**config.mk**
```make
export PLATFORM = sky130hd
export DESIGN_NAME = set_ctrl
export DESIGN_NICKNAME = d
export VERILOG_FILES = /design/src/rtl/clock_pkg.sv /design/src/rtl/btn_debounce.sv /design/src/rtl/set_ctrl.sv
export SDC_FILE = /design/constraint.sdc
export NUM_CORES = 1
export LEC_CHECK = 0
export CAP_MARGIN = 5
export CORE_ASPECT_RATIO = 1.1
export CORE_MARGIN = 2
export CORE_UTILIZATION = 55
export DETAILED_ROUTE_END_ITERATION = 10
export PLACE_DENSITY = 0.76
export SYNTH_ARGS = -nofsm -noshare
export SYNTH_HDL_FRONTEND = slang
export SYNTH_SLANG_ARGS = --single-unit
export TNS_END_PERCENT = 100
```
**constraint.sdc**
```tcl
create_clock -name i_clk -period 1.75 [get_ports i_clk]
set_input_delay 0.35 -clock i_clk [delete_from_list [all_inputs] [get_ports i_clk]]
set_output_delay 0.35 -clock i_clk [all_outputs]
set_load 0.005 [all_outputs]
```
**src/rtl/clock_pkg.sv**
```systemverilog
// Shared definitions for the BCD clock: set-mode encoding and field bit map.
package clock_pkg;

    typedef enum logic [1:0] {
        ST_RUN     = 2'd0,
        ST_SET_HR  = 2'd1,
        ST_SET_MIN = 2'd2,
        ST_SET_SEC = 2'd3
    } state_e;

    localparam int FLD_SEC = 0;
    localparam int FLD_MIN = 1;
    localparam int FLD_HR  = 2;
    localparam int NUM_FLD = 3;

    typedef logic [NUM_FLD-1:0] field_t;

    // One-hot field indication for a mode; all zeros while running.
    function automatic field_t field_of(state_e s);
        field_t f;
        f = '0;
        case (s)
            ST_SET_HR:  f[FLD_HR]  = 1'b1;
            ST_SET_MIN: f[FLD_MIN] = 1'b1;
            ST_SET_SEC: f[FLD_SEC] = 1'b1;
            default:    f = '0;
        endcase
        return f;
    endfunction

    // Mode sequence stepped by each set press.
    function automatic state_e next_mode(state_e s);
        case (s)
            ST_RUN:     return ST_SET_HR;
            ST_SET_HR:  return ST_SET_MIN;
            ST_SET_MIN: return ST_SET_SEC;
            default:    return ST_RUN;
        endcase
    endfunction

    function automatic int max2(int a, int b);
        return (a > b) ? a : b;
    endfunction

endpackage

```
**src/rtl/btn_debounce.sv**
```systemverilog
// Push-button conditioner: 2-flop synchroniser, stability debouncer and
// single-cycle press/release events derived from the debounced level.
module btn_debounce #(
    parameter int DB_CYCLES = 4
) (
    input  logic i_clk,
    input  logic i_rst_n,
    input  logic i_btn,
    output logic o_level,
    output logic o_press,
    output logic o_release
);

    localparam int            CW       = $clog2(DB_CYCLES) + 1;
    localparam logic [CW-1:0] CNT_LAST = CW'(DB_CYCLES - 1);

    logic          sync1_q;
    logic          sync2_q;
    logic          db_q;
    logic          db_prev_q;
    logic [CW-1:0] stable_cnt_q;

    // Synchronise the raw pin and accept a new level only once it has differed for DB_CYCLES cycles.
    always_ff @(posedge i_clk) begin
        if (!i_rst_n) begin
            sync1_q      <= 1'b0;
            sync2_q      <= 1'b0;
            db_q         <= 1'b0;
            db_prev_q    <= 1'b0;
            stable_cnt_q <= '0;
        end else begin
            // NOTE: non-blocking assignments so each flop samples its pre-edge source; blocking here would collapse the synchroniser into one stage.
            sync1_q   <= i_btn;
            sync2_q   <= sync1_q;
            db_prev_q <= db_q;
            if (sync2_q == db_q) begin
                stable_cnt_q <= '0;
            end else if (stable_cnt_q >= CNT_LAST) begin
                db_q         <= sync2_q;
                stable_cnt_q <= '0;
            end else begin
                stable_cnt_q <= stable_cnt_q + CW'(1);
            end
        end
    end

    assign o_level   = db_q;
    assign o_press   = db_q & ~db_prev_q;
    assign o_release = ~db_q & db_prev_q;

endmodule

```
**src/rtl/set_ctrl.sv**
```systemverilog
// Time-setting controller: mode FSM, auto-repeat increment pulses and idle
// timeout, driving the seconds count enable and the per-field set pulses.
module set_ctrl
    import clock_pkg::*;
#(
    parameter int DB_CYCLES  = 4,
    parameter int REPEAT_DLY = 20,
    parameter int REPEAT_PER = 5,
    parameter int TIMEOUT_S  = 3
) (
    input  logic               i_clk,
    input  logic               i_rst_n,
    input  logic               i_set,
    input  logic               i_up,
    input  logic               i_sec_tick,
    output logic               o_cnt_en,
    output logic [NUM_FLD-1:0] o_set_en,
    output logic [NUM_FLD-1:0] o_field
);

    localparam int RP_MAX = max2(REPEAT_DLY, REPEAT_PER);
    localparam int RW     = $clog2(RP_MAX) + 1;
    localparam int TW     = $clog2(TIMEOUT_S) + 1;

    localparam logic [RW-1:0] DLY_LAST = RW'(REPEAT_DLY - 1);
    localparam logic [RW-1:0] PER_LAST = RW'(REPEAT_PER - 1);
    localparam logic [RW-1:0] RP_SAT   = RW'(RP_MAX);
    localparam logic [TW-1:0] TO_LAST  = TW'((TIMEOUT_S > 0) ? TIMEOUT_S - 1 : 0);
    localparam logic [TW-1:0] TO_SAT   = TW'(TIMEOUT_S);
    localparam bit            TO_ON    = (TIMEOUT_S != 0);

    logic set_press, set_release, set_level;
    logic up_press, up_release, up_level;

    btn_debounce #(.DB_CYCLES(DB_CYCLES)) u_set_btn (
        .i_clk     (i_clk),
        .i_rst_n   (i_rst_n),
        .i_btn     (i_set),
        .o_level   (set_level),
        .o_press   (set_press),
        .o_release (set_release)
    );

    btn_debounce #(.DB_CYCLES(DB_CYCLES)) u_up_btn (
        .i_clk     (i_clk),
        .i_rst_n   (i_rst_n),
        .i_btn     (i_up),
        .o_level   (up_level),
        .o_press   (up_press),
        .o_release (up_release)
    );

    state_e        state_q;
    logic          cnt_en_q;
    field_t        set_en_q;
    field_t        field_q;
    logic          rep_armed_q;
    logic          rep_first_q;
    logic [RW-1:0] rep_cnt_q;
    logic [TW-1:0] to_cnt_q;

    logic          in_set, any_event, timeout_hit, mode_adv;
    logic          up_fire, rep_fire, pulse;
    logic [RW-1:0] rep_target;
    state_e        state_d;

    // Decode this cycle's mode change and whether an increment pulse is due.
    always_comb begin
        // NOTE: every signal is assigned on every pass through this block, so no latch can be inferred.
        in_set      = (state_q != ST_RUN);
        any_event   = set_press | set_release | up_press | up_release;
        timeout_hit = TO_ON && in_set && i_sec_tick && !any_event && (to_cnt_q >= TO_LAST);
        mode_adv    = set_press | timeout_hit;
        state_d     = timeout_hit ? ST_RUN : next_mode(state_q);
        rep_target  = rep_first_q ? DLY_LAST : PER_LAST;
        up_fire     = in_set && up_press;
        rep_fire    = in_set && up_level && rep_armed_q && !(|set_en_q) && (rep_cnt_q >= rep_target);
        pulse       = !mode_adv && (up_fire || rep_fire);
    end

    // Mode FSM with registered outputs, repeat timer and idle-seconds timeout.
    always_ff @(posedge i_clk) begin
        if (!i_rst_n) begin
            state_q     <= ST_RUN;
            cnt_en_q    <= 1'b0;
            set_en_q    <= '0;
            field_q     <= '0;
            rep_armed_q <= 1'b0;
            rep_first_q <= 1'b0;
            rep_cnt_q   <= '0;
            to_cnt_q    <= '0;
        end else begin
            cnt_en_q <= (state_q == ST_RUN) && i_sec_tick;
            set_en_q <= pulse ? field_of(state_q) : '0;

            if (mode_adv) begin
                state_q     <= state_d;
                field_q     <= field_of(state_d);
                rep_armed_q <= 1'b0;
                rep_first_q <= 1'b0;
                rep_cnt_q   <= '0;
                to_cnt_q    <= '0;
            end else begin
                if (!in_set || !up_level) begin
                    rep_armed_q <= 1'b0;
                    rep_first_q <= 1'b0;
                    rep_cnt_q   <= '0;
                end else if (up_fire) begin
                    rep_armed_q <= 1'b1;
                    rep_first_q <= 1'b1;
                    rep_cnt_q   <= '0;
                end else if (rep_fire) begin
                    rep_first_q <= 1'b0;
                    rep_cnt_q   <= '0;
                end else if (rep_armed_q && (rep_cnt_q < RP_SAT)) begin
                    rep_cnt_q <= rep_cnt_q + RW'(1);
                end

                if (!in_set || any_event) begin
                    to_cnt_q <= '0;
                end else if (i_sec_tick && (to_cnt_q < TO_SAT)) begin
                    to_cnt_q <= to_cnt_q + TW'(1);
                end
            end
        end
    end

    assign o_cnt_en = cnt_en_q;
    assign o_set_en = set_en_q;
    assign o_field  = field_q;

endmodule
```
==> results.json <==
{
  "synth_top_flop_cell": "dfxtp_1",
  "pin_count": 12,
  "clock_latency_ns": 0.33,
  "ys_seq_elements": 34,
  "initial_core_util_pct": 58.4,
  "synth-seq-area-share_pct": 45.8,
  "period_minus_slack_ns": 1.67,
  "final_cell_area_um2": 1760,
  "grt_pass1_vias": 1082,
  "power-per-cell-area_nw_per_um2": 708,
  "path_buf_inv": 1,
  "clock-sinks": 34,
  "synth_top_cell_by_area": "dfxtp_1",
  "fp.dieH_um": 58.5,
  "status": "completed",
  "worstMarginPinSlew_ns": 0.383,
  "grt_max_degree": 14,
  "post-dp-hpwl_um": 1810,
  "track_usage_pct": 18.4,
  "cp-startpoint": "rep_first_q$_SDFFE_PP0P_",
  "rr_worst_depth": 6,
  "fin_cells": 204,
  "drt_iter0_markers": 7,
  "p_leak_nw": 0.683,
  "path_max_fanout": 4,
  "fp-row-count": 19,
  "io_buffers": 11,
  "start_kind": "flip-flop",
  "syn_nets": 171,
  "cp.depth": 6,
  "clkTransAtPathRegs_ns": 0.10,
  "use_met1_pct": 17.0,
  "vias": 1105,
  "numCtsBuffers": 5,
  "r2r_start": "rep_first_q$_SDFFE_PP0P_",
  "tns_ns": 0,
  "routed_wl_um": 2460,
  "final_layout_size_suffix_gt1_share_pct": 11.0,
  "fin_skew_ns": 0.0109,
  "critPathCapture": "o_set_en[2]$_SDFF_PN0_",
  "antenna_found_initial": 0,
  "path_class": "flip-flop to flip-flop",
  "cts-htree-levels": 2,
  "maxSlewHeadroom_pct": 74.3,
  "core_area_um2": 2540,
  "dp_cells": 194,
  "cpLargestDelayFamily": "compound AO/OA/AOI/OAI gates",
  "grt_pass1_wl_um": 4150,
  "slowest_stage": "dfxtp_2",
  "clock.fmax_ghz": 0.598,
  "syn_inst": 151,
  "die_area_um2": 3130,
  "wire_per_inst_um": 12.0,
  "max_stage_delay_ns": 0.37,
  "grt-ovfl-total": 0,
  "synth_area_leaders": "dfxtp_1 46%, ha_1 13%, mux2i_1 3.4%",
  "nNetsFinal": 192,
  "setup_viol": 0,
  "synth_edf_count": 0,
  "die_w_um": 53.6,
  "ant_nets": 0,
  "place_area_um2": 1650,
  "ys_async_sr_fraction_pct": 0,
  "firstDrtPassIters": 4,
  "period_share_pct": 95.6,
  "cts_tree": "yes",
  "drc_errors": 0,
  "cp.required_ns": 1.99,
  "fill_cells": 197,
  "n_antenna_cell": 0,
  "gp_congestion": 0.645,
  "grtUsageMet3_pct": 6.85,
  "ys_warn_count": 0,
  "avgSynthCellArea_um2": 9.84,
  "synth_top_area_share_pct": 45.8,
  "clock_path_buffers": 2,
  "cp.arrival_ns": 1.91,
  "synth_cell_types": 31,
  "crit_chain": "inv_1 > ha_1 > o21a_1 > o31ai_4 > o211ai_2 > and3_1",
  "endpoint_kind": "flip-flop",
  "rrSetupSlack_ns": 0.08,
  "drv_slew": 0,
  "peakVddDrop_uv": 577,
  "viasPerCell": 5.42,
  "area_growth_pct": 18.7,
  "grtUsageMet2_pct": 34.2,
  "syn-cell-area_um2": 1490,
  "worstHoldPathType": "flip-flop to flip-flop",
  "reg2reg_to": "o_set_en[2]$_SDFF_PN0_",
  "cts_hold_buf": 0,
  "cts-root-buf": "clkbuf_4",
  "hold_violations": 0,
  "top_usage_layer": "met2",
  "maxCapViolCount": 0
}
[per-stage QoR]
step	total power [mW]	hold WS (ns)	worst slack [ns]	utilization [%]
floorplan	0.815	0.412	0.209	-
global placement	0.835	0.415	0.0895	64.9
detailed placement	0.836	0.426	0.0167	64.9
CTS	1.27	0.442	0.0204	67.2
global route	1.31	0.461	-0.0334	69.4
finish	1.25	0.435	0.0766	69.4
[worst min-delay path by stage]
| stage | from | endpoint | cells after the start |
|---|---|---|---|
| after floorplan | u_set_btn.sync1_q$_SDFF_PN0_ | u_set_btn.sync2_q$_SDFF_PN0_ | 1 |
| after global placement | u_up_btn.sync1_q$_SDFF_PN0_ | u_up_btn.sync2_q$_SDFF_PN0_ | 1 |
| after detailed placement | u_up_btn.sync1_q$_SDFF_PN0_ | u_up_btn.sync2_q$_SDFF_PN0_ | 1 |
| after CTS | u_up_btn.sync1_q$_SDFF_PN0_ | u_up_btn.sync2_q$_SDFF_PN0_ | 1 |
| after global routing | u_up_btn.sync1_q$_SDFF_PN0_ | u_up_btn.sync2_q$_SDFF_PN0_ | 1 |
| final | u_up_btn.sync1_q$_SDFF_PN0_ | u_up_btn.sync2_q$_SDFF_PN0_ | 1 |
[area by class of cell]
| class | count | area [um2] | area share [%] |
|---|---|---|---|
| Clock buffer | 7 | 55.1 | 3.12 |
| Clock inverter | 1 | 5.00 | 0.284 |
| Inverter | 11 | 41.3 | 2.34 |
| Multi-Input combinational cell | 105 | 802 | 45.5 |
| Sequential cell | 34 | 682 | 38.7 |
| Tap cell | 31 | 38.8 | 2.20 |
| Timing Repair Buffer | 15 | 140 | 7.94 |
[where the power goes]
group	internal [mW]	switching (mW)	total, mW
combinational	0.0204	0.0138	0.0342
sequential	0.780	0.00306	0.783
clock	0.194	0.237	0.432
total	0.995	0.254	1.25
[synth_stat cells (all sizes together) (2+ instances only)]
master  instances
a211oi          4
a21oi           6
and2            7
and3            4
clkbuf          2
dfxtp          34
ha             15
inv            11
mux2i           5
nand2           6
nand2b          4
nand3           5
nor2           13
nor2b           6
nor3            5
o211ai          3
o21a            2
o21ai           4
xnor2           2
xor2            3
[metal layers]
layer / wire [um] / vias up
li1: - / 572
met2: 1330 / 14
met5: 0 / -
met1: 1010 / 512
met3: 72 / 7
met4: 47 / 0
[timing repair]
item	in CTS	in global routing
endpoints found under the setup margin	0	9
gates resized for setup	0	6
buffers inserted	0	1
[state kept, by name (all words and copies together), names as in the netlist]
register	flops
u_set_btn.sync1_q	1
u_set_btn.db_prev_q	1
u_up_btn.stable_cnt_q	3
rep_armed_q	1
rep_first_q	1
u_up_btn.db_prev_q	1
u_set_btn.o_level	1
o_set_en	3
u_set_btn.sync2_q	1
o_field	3
u_up_btn.o_level	1
to_cnt_q	3
rep_cnt_q	6
u_up_btn.sync2_q	1
o_cnt_en	1
u_set_btn.stable_cnt_q	3
u_up_btn.sync1_q	1
state_q	2
[kinds of logic (layout without fill, tap and decap cells)]
kind of cell | count (synthesis) | in the layout | synth area share, %
and+or+nand+nor | 56 | 56 | 21.3
buffers and inverters | 13 | 34 | 3.28
AOI/OAI and AO/OA | 23 | 24 | 10.7
xor gates and xnor gates | 5 | 5 | 2.95
DFF | 34 | 34 | 45.8
adders and majority gates | 15 | 15 | 12.6
muxes | 5 | 5 | 3.37
[cell usage in the layout (no fill, tap or decap)]
master           instances
clkdlybuf4s50_1         11
nand3b_1                 1
clkbuf_4                 5
nor2b_1                  6
a211oi_1                 3
buf_4                    4
nor4b_4                  1
and2_1                   7
clkbuf_1                 1
mux2i_1                  5
nand4b_1                 1
clkbuf_8                 1
nor3b_1                  1
nand3_1                  5
clkinv_2                 1
dfxtp_1                 33
nand2b_1                 4
nand2_1                  6
o31ai_4                  1
xnor2_1                  2
o21a_1                   2
a21oi_2                  1
nor3_1                   5
o211ai_2                 1
a41oi_1                  1
a31oi_1                  1
nor2_1                  13
a211oi_2                 1
nor4bb_2                 1
o211ai_4                 1
o21ai_0                  4
dfxtp_2                  1
inv_1                   11
a211o_1                  1
ha_1                    15
o211ai_1                 2
nand4_1                  1
xor2_1                   3
a21oi_1                  5
and3_1                   4
Note: power is estimated with default switching activity, not from simulation.
